===== config.mk =====
export PLATFORM = sky130hd
export DESIGN_NAME = a2d_rr_sched_flat
export DESIGN_NICKNAME = d
export VERILOG_FILES = /design/src/rtl/a2d_rr_sched_if.sv /design/src/rtl/a2d_rr_sched.sv /design/src/flat_wrapper.sv
export SDC_FILE = /design/constraint.sdc
export NUM_CORES = 1
export LEC_CHECK = 0
export CAP_MARGIN = 20
export CORE_ASPECT_RATIO = 1.2
export CORE_MARGIN = 2
export CORE_UTILIZATION = 56
export DETAILED_ROUTE_END_ITERATION = 6
export DONT_BUFFER_PORTS = 1
export PLACE_DENSITY = 0.76
export SLEW_MARGIN = 25
export SYNTH_ARGS = -nofsm -noshare
export SYNTH_HDL_FRONTEND = slang
export SYNTH_SLANG_ARGS = --single-unit

===== constraint.sdc =====
create_clock -name clk -period 3.3 [get_ports clk]
set_input_delay 0.495 -clock clk [delete_from_list [all_inputs] [get_ports clk]]
set_output_delay 0.495 -clock clk [all_outputs]
set_load 0.05 [all_outputs]

===== src/rtl/a2d_rr_sched_if.sv =====
// rtl/a2d_rr_sched_if.sv - request, SPI-master and result signals of the A2D round-robin scheduler
interface a2d_rr_sched_if;
    logic        nxt;
    logic        wrt;
    logic [15:0] cmd;
    logic        done;
    logic [15:0] resp;
    logic [11:0] lft_ld;
    logic [11:0] rght_ld;
    logic [11:0] steer_pot;
    logic [11:0] batt;
    logic        cnv_cmplt;
    logic        busy;
    logic [1:0]  chnl;

    modport slave (
        input  nxt, done, resp,
        output wrt, cmd, lft_ld, rght_ld, steer_pot, batt, cnv_cmplt, busy, chnl
    );

    modport master (
        output nxt, done, resp,
        input  wrt, cmd, lft_ld, rght_ld, steer_pot, batt, cnv_cmplt, busy, chnl
    );
endinterface


===== src/rtl/a2d_rr_sched.sv =====
// rtl/a2d_rr_sched.sv - round-robin ADC128S conversion scheduler driving the SPI master
module a2d_rr_sched #(
    parameter logic [2:0] CH_LFT   = 3'd0,
    parameter logic [2:0] CH_RGHT  = 3'd4,
    parameter logic [2:0] CH_STEER = 3'd5,
    parameter logic [2:0] CH_BATT  = 3'd6
) (
    input  logic             clk,
    input  logic             rst,
    a2d_rr_sched_if.slave    bus
);

    typedef enum logic [2:0] {IDLE, ADDR, GAP, READ, CMPLT} state_t;

    state_t      state_q, state_d;
    logic        wrt_q, wrt_d;
    logic [15:0] cmd_q, cmd_d;
    logic [11:0] lft_q, lft_d;
    logic [11:0] rght_q, rght_d;
    logic [11:0] steer_q, steer_d;
    logic [11:0] batt_q, batt_d;
    logic        cmplt_q, cmplt_d;
    logic        busy_q, busy_d;
    logic [1:0]  chnl_q, chnl_d;
    logic [2:0]  ch_sel;

    always_comb begin
        ch_sel = CH_LFT;
        case (chnl_q)
            2'd0: ch_sel = CH_LFT;
            2'd1: ch_sel = CH_RGHT;
            2'd2: ch_sel = CH_STEER;
            2'd3: ch_sel = CH_BATT;
            default: ch_sel = CH_LFT;
        endcase
    end

    always_ff @(posedge clk or posedge rst) begin
        if (rst) begin
            state_q <= IDLE;
            wrt_q   <= 1'b0;
            cmd_q   <= 16'h0000;
            lft_q   <= 12'h000;
            rght_q  <= 12'h000;
            steer_q <= 12'h000;
            batt_q  <= 12'h000;
            cmplt_q <= 1'b0;
            busy_q  <= 1'b0;
            chnl_q  <= 2'd0;
        end else begin
            state_q <= state_d;
            wrt_q   <= wrt_d;
            cmd_q   <= cmd_d;
            lft_q   <= lft_d;
            rght_q  <= rght_d;
            steer_q <= steer_d;
            batt_q  <= batt_d;
            cmplt_q <= cmplt_d;
            busy_q  <= busy_d;
            chnl_q  <= chnl_d;
        end
    end

    // Outputs are all registered, so each transition sets what the next state shows.
    always_comb begin
        state_d = state_q;
        wrt_d   = 1'b0;
        cmd_d   = cmd_q;
        lft_d   = lft_q;
        rght_d  = rght_q;
        steer_d = steer_q;
        batt_d  = batt_q;
        cmplt_d = 1'b0;
        busy_d  = busy_q;
        chnl_d  = chnl_q;
        case (state_q)
            IDLE: begin
                if (bus.nxt) begin
                    wrt_d   = 1'b1;
                    cmd_d   = {2'b00, ch_sel, 11'h000};
                    busy_d  = 1'b1;
                    state_d = ADDR;
                end
            end
            ADDR: begin
                if (bus.done) state_d = GAP;
            end
            GAP: begin
                wrt_d   = 1'b1;
                state_d = READ;
            end
            READ: begin
                // The first response belonged to the previous address; only this one is kept.
                if (bus.done) begin
                    case (chnl_q)
                        2'd0: lft_d   = bus.resp[11:0];
                        2'd1: rght_d  = bus.resp[11:0];
                        2'd2: steer_d = bus.resp[11:0];
                        2'd3: batt_d  = bus.resp[11:0];
                        default: lft_d = lft_q;
                    endcase
                    cmplt_d = 1'b1;
                    chnl_d  = chnl_q + 2'd1;
                    state_d = CMPLT;
                end
            end
            CMPLT: begin
                busy_d  = 1'b0;
                cmd_d   = 16'h0000;
                state_d = IDLE;
            end
            default: begin
                busy_d  = 1'b0;
                cmd_d   = 16'h0000;
                state_d = IDLE;
            end
        endcase
    end

    assign bus.wrt       = wrt_q;
    assign bus.cmd       = cmd_q;
    assign bus.lft_ld    = lft_q;
    assign bus.rght_ld   = rght_q;
    assign bus.steer_pot = steer_q;
    assign bus.batt      = batt_q;
    assign bus.cnv_cmplt = cmplt_q;
    assign bus.busy      = busy_q;
    assign bus.chnl      = chnl_q;

endmodule


===== src/flat_wrapper.sv =====
// flat-port wrapper written by rule: the top's interface ports become plain ports
module a2d_rr_sched_flat 
#(
    parameter logic [2:0] CH_LFT   = 3'd0,
    parameter logic [2:0] CH_RGHT  = 3'd4,
    parameter logic [2:0] CH_STEER = 3'd5,
    parameter logic [2:0] CH_BATT  = 3'd6
)
  (clk, rst, bus_nxt, bus_done, bus_resp, bus_wrt, bus_cmd, bus_lft_ld, bus_rght_ld, bus_steer_pot, bus_batt, bus_cnv_cmplt, bus_busy, bus_chnl);
  a2d_rr_sched_if bus_i ();
  input  logic clk;
  input  logic rst;
  input wire logic [$bits(bus_i.nxt)-1:0] bus_nxt;
  input wire logic [$bits(bus_i.done)-1:0] bus_done;
  input wire logic [$bits(bus_i.resp)-1:0] bus_resp;
  output wire logic [$bits(bus_i.wrt)-1:0] bus_wrt;
  output wire logic [$bits(bus_i.cmd)-1:0] bus_cmd;
  output wire logic [$bits(bus_i.lft_ld)-1:0] bus_lft_ld;
  output wire logic [$bits(bus_i.rght_ld)-1:0] bus_rght_ld;
  output wire logic [$bits(bus_i.steer_pot)-1:0] bus_steer_pot;
  output wire logic [$bits(bus_i.batt)-1:0] bus_batt;
  output wire logic [$bits(bus_i.cnv_cmplt)-1:0] bus_cnv_cmplt;
  output wire logic [$bits(bus_i.busy)-1:0] bus_busy;
  output wire logic [$bits(bus_i.chnl)-1:0] bus_chnl;
  assign bus_i.nxt = bus_nxt;
  assign bus_i.done = bus_done;
  assign bus_i.resp = bus_resp;
  assign bus_wrt = bus_i.wrt;
  assign bus_cmd = bus_i.cmd;
  assign bus_lft_ld = bus_i.lft_ld;
  assign bus_rght_ld = bus_i.rght_ld;
  assign bus_steer_pot = bus_i.steer_pot;
  assign bus_batt = bus_i.batt;
  assign bus_cnv_cmplt = bus_i.cnv_cmplt;
  assign bus_busy = bus_i.busy;
  assign bus_chnl = bus_i.chnl;
  a2d_rr_sched #(.CH_LFT(CH_LFT), .CH_RGHT(CH_RGHT), .CH_STEER(CH_STEER), .CH_BATT(CH_BATT)) u_core (.clk(clk), .rst(rst), .bus(bus_i));
endmodule

Yosys cells after proc, flatten, opt, wreduce, memory -nomap -nowiden
Index checks and enable logic that the tools add are counted.
W data, S select, Z words.
{ "totals": {"output_inout_bits": 69, "ff_bits": 72, "input_bits": 20, "wordCells": 44} }
{ "classes": {"n_reduce_logical": 10, "addsub": 1, "bitwise": 1, "n_mux": 13, "n_eq_ne": 9} }
{ "op_table": {"columns": ["operator", "n"], "rows": [
  ["$pmux W16 S2", 1],
  ["$pmux W3 S4", 2],
  ["$mux W16", 1],
  ["$reduce_and A3 Y1", 5],
  ["$mux W3", 3],
  ["$eq A3 B2 Y1 const B", 2],
  ["$ne A2 B2 Y1 const B", 3],
  ["$eq A2 B2 Y1 const B", 2],
  ["$mux W1", 4],
  ["$pmux W1 S2", 2],
  ["$reduce_and A2 Y1", 2],
  ["$eq A3 B1 Y1 const B", 1],
  ["$logic_not A3 Y1", 1],
  ["$reduce_or A3 Y1", 1],
  ["$add A2 B1 Y2 const B", 1],
  ["$eq A2 B1 Y1 const B", 1],
  ["$logic_not A2 Y1", 1],
  ["$not A1 Y1", 1]
]} }

Depth between registers and ports, before layout
{ "depth": {"ltp_word": 4, "mapped_depth": 6, "depth_no_buf": 4} }

Worst setup path after synthesis
OpenSTA, ideal clock, no wires.
{ "synth_path": {"path_kind": "register to register", "from": "register u_core.chnl_q[0], in the netlist u_core.bus.chnl[0]", "to": "register u_core.lft_q[0], in the netlist u_core.bus.lft_ld[0]", "t_required_ps": 3175, "period_less_slack_ps": 1752, "path_buffers": 1, "setup_slack_ps": 1548, "stages_incl_launch_ff": 6, "setup_ps": 125, "t_arrival_ps": 1627, "path_cell_list": "dfrtp_1 > inv_1 > ha_1 > nand2_4 > buf_6 > mux2_4"} }
{ "synth_between": {"elab_chain_cells": 2} }
{ "synth_rtl": {"columns": ["item", "line_no", "rtl"], "rows": [
  ["start: declaration", "a2d_rr_sched.sv:24", "logic [1:0] chnl_q, chnl_d;"],
  ["start signal: assignment", "a2d_rr_sched.sv:60", "chnl_q <= chnl_d;"],
  ["$logic_not A2 Y1", "a2d_rr_sched.sv:95", "case (chnl_q)"],
  ["$reduce_and A3 Y1 (no line)", null, null],
  ["end signal: assignment", "a2d_rr_sched.sv:54", "lft_q <= lft_d;"],
  ["end: declaration", "a2d_rr_sched.sv:18", "logic [11:0] lft_q, lft_d;"]
]} }
Every way passes these cells.
A chain may end at the register's enable or synchronous reset.

Final worst setup path
{ "layout_path": {"from": "register u_core.chnl_q[0], in the netlist u_core.bus.chnl[0]", "to": "register u_core.steer_q[2], in the netlist u_core.bus.steer_pot[2]"} }
{ "layout_between": {"elab_chain_cells": 2} }
{ "layout_rtl": {"columns": ["item", "line_no", "rtl"], "rows": [
  ["$eq A2 B2 Y1", "a2d_rr_sched.sv:95", null],
  ["$reduce_and A3 Y1 (no line)", null, null],
  ["end signal: assignment", "a2d_rr_sched.sv:56", "steer_q <= steer_d;"],
  ["end: declaration", "a2d_rr_sched.sv:20", "logic [11:0] steer_q, steer_d;"]
]} }
Every way passes these cells.

==> impl_metrics.json <==
{
  "status": "finished, final reports clean",
  "path_max_fanout": 12,
  "syn-cell-area_mm2": 0.002582,
  "drt-total-wl_mm": 4.650,
  "syn_avg_cell_area_um2": 16.14,
  "multi_input_area_um2": 974.7,
  "synth_seq_cells": 59,
  "ff2ff_path_depth": 4,
  "fp.coreArea_mm2": 0.004527,
  "clockBufferDepth": 2,
  "num_rows": 27,
  "post_cts_buffers": 0,
  "reg2reg_from": "u_core.bus.chnl[0]$_DFFE_PP0P_",
  "final_common_cell": "dfrtp_1",
  "syn-instance-count": 160,
  "ys_warn_count": 0,
  "layout_common_cells": "dfrtp_1 (59), mux2_4 (40), conb_1 (13)",
  "drtIter0Drc": 69,
  "hold_viol": 0,
  "yosysSeqAreaShare_pct": 57.17,
  "worstSetupEndpointType": "flop",
  "layout-drive-gt1-share_pct": 39.05,
  "cts_resized": 0,
  "start_util_pct": 57.05,
  "die_height_um": 78.39,
  "grt_pass1_wl_mm": 7.210,
  "vias_per_cell": 5.322,
  "finalNetCount": 189,
  "cts_made_buffers": 9,
  "area_growth_pct": 4.942,
  "setup_tns_ns": 0,
  "wire_per_inst_um": 20.48,
  "hpwl_mm": 3.131,
  "cts_tree": "done",
  "grt_max_degree": 60,
  "antenna_left": 0,
  "cts_hold_buf": 0,
  "startpoint_type": "flop",
  "ctsHtreeMaxLevel": 3,
  "grt_pass1_vias": 1402,
  "rsz0062_at_grt": "no",
  "first_pass_iters": 4,
  "clkSinkCount": 59,
  "cap_violations": 0,
  "period_minus_slack_ns": 1.936,
  "finalSetupViolCount": 0,
  "regArea_mm2": 0.001476,
  "fmaxAchievable_mhz": 516.6,
  "relSlewSlack_pct": 52.21,
  "post-place-cells": 211,
  "path_clk_slew_ns": 0.06,
  "insertion_delay_ns": 0.33,
  "drc": 0,
  "die_area_mm2": 0.005173,
  "critPathRequiredTime_ns": 3.51,
  "path_class": "flop to flop",
  "clock-root-buffer": "clkbuf_8",
  "antenna_found_initial": 0,
  "grt_remaining_overflow": 0,
  "finalCritPeriodShare_pct": 58.66,
  "cp.arrival_ns": 2.14,
  "num_vias": 1208,
  "fillers": 355,
  "gp_congestion": 0.6993,
  "stdcell_count": 227,
  "r2r-end": "u_core.bus.steer_pot[2]$_DFFE_PP0P_",
  "port_buffers": 0,
  "antenna_cells": 0,
  "die_w_um": 65.99,
  "tightest_slew_ns": 0.7168,
  "holdCritPathClass": "input port to async pin",
  "drv_slew": 0,
  "synth_cell_types": 20,
  "final.setup_skew_ns": 0.009090,
  "track_usage_pct": 19.09,
  "ios": 89,
  "reg2reg_slack_ns": 1.36
}
worst max path at each step:
stage | start | endpoint | cells past startpoint
6_report | u_core.bus.chnl[0]$_DFFE_PP0P_ | u_core.bus.steer_pot[2]$_DFFE_PP0P_ | 4
5_1_grt | u_core.bus.chnl[0]$_DFFE_PP0P_ | u_core.bus.lft_ld[9]$_DFFE_PP0P_ | 4
4_1_cts | u_core.bus.chnl[0]$_DFFE_PP0P_ | u_core.bus.lft_ld[9]$_DFFE_PP0P_ | 4
3_5_place_dp | u_core.bus.chnl[0]$_DFFE_PP0P_ | u_core.bus.lft_ld[9]$_DFFE_PP0P_ | 4
3_3_place_gp | u_core.bus.chnl[0]$_DFFE_PP0P_ | u_core.bus.lft_ld[9]$_DFFE_PP0P_ | 4
2_1_floorplan | rst | u_core.bus.batt[0]$_DFFE_PP0P_ | 1
Yosys cell counts (all sizes together):
master	n	area [µm²]
a211oi	1	7.510
a21o	1	7.510
and4b	2	20.02
buf	19	165.2
conb	1	3.750
dfrtp	59	1476
ha	5	62.56
inv	3	11.26
mux2	48	690.7
mux2i	2	20.02
nand2	6	52.55
nor2	8	30.03
nor3	1	5.000
nor3b	1	7.510
o21ai	1	5.000
xnor2	1	8.760
xor2	1	8.760
cell type report:
cell class              instances  area share, %
clock buffers                  14          6.002
clock inverters                 2         0.3693
inverters                       3         0.5078
multi-input cells              91          35.96
flip-flops and latches         59          54.48
well taps                      58          2.678
cells by family after synthesis:
| kind of cell | Yosys count | share of synthesized area (%) |
|---|---|---|
| compound gates | 3 | 0.7752 |
| xor+xnor | 2 | 0.6784 |
| fa+ha+maj | 5 | 2.422 |
| buf+inv | 22 | 6.831 |
| flops | 59 | 57.17 |
| mux | 50 | 27.52 |
| other cells | 1 | 0.1452 |
| simple gates | 18 | 4.457 |
state kept, by name, indices dropped and copies added, names as in the netlist, 2 cells and up:
register and cells:
u_core.bus.batt 12, u_core.bus.lft_ld 12, u_core.bus.rght_ld 12, u_core.bus.steer_pot 12
u_core.bus.cmd 3, u_core.state_q 3, u_core.bus.chnl 2
per-layer routing:
metal  routed length, µm  GRT usage [%]
met1                1846          22.82
met2                2307          30.10
met3                 376          6.590
met4                 119          10.20
met5                   0              0
through the flow:
| stage | hold WS (ns) | utilization, % | cell area (µm²) | setup slack, ns |
|---|---|---|---|---|
| after global placement | 0.5229 | 56.00 | 2535 | 1.418 |
| after CTS | 0.1775 | 59.87 | 2710 | 1.355 |
| after detailed placement | 0.5327 | 56.05 | 2537 | 1.367 |
| after global routing | 0.2098 | 59.87 | 2710 | 1.272 |
| final | 0.1641 | 59.87 | 2710 | 1.364 |
| after floorplan | 0.4959 | - | 2628 | 1.349 |
critical path: stages (launching register included):
cell	delay [ns]
dfrtp_1	0.71
inv_1	0.20
ha_1	0.29
nand2_4	0.24
mux2_2	0.37
Power is not shown: default switching activity piles up to over one toggle a cycle in this logic, so the estimate is an artifact.
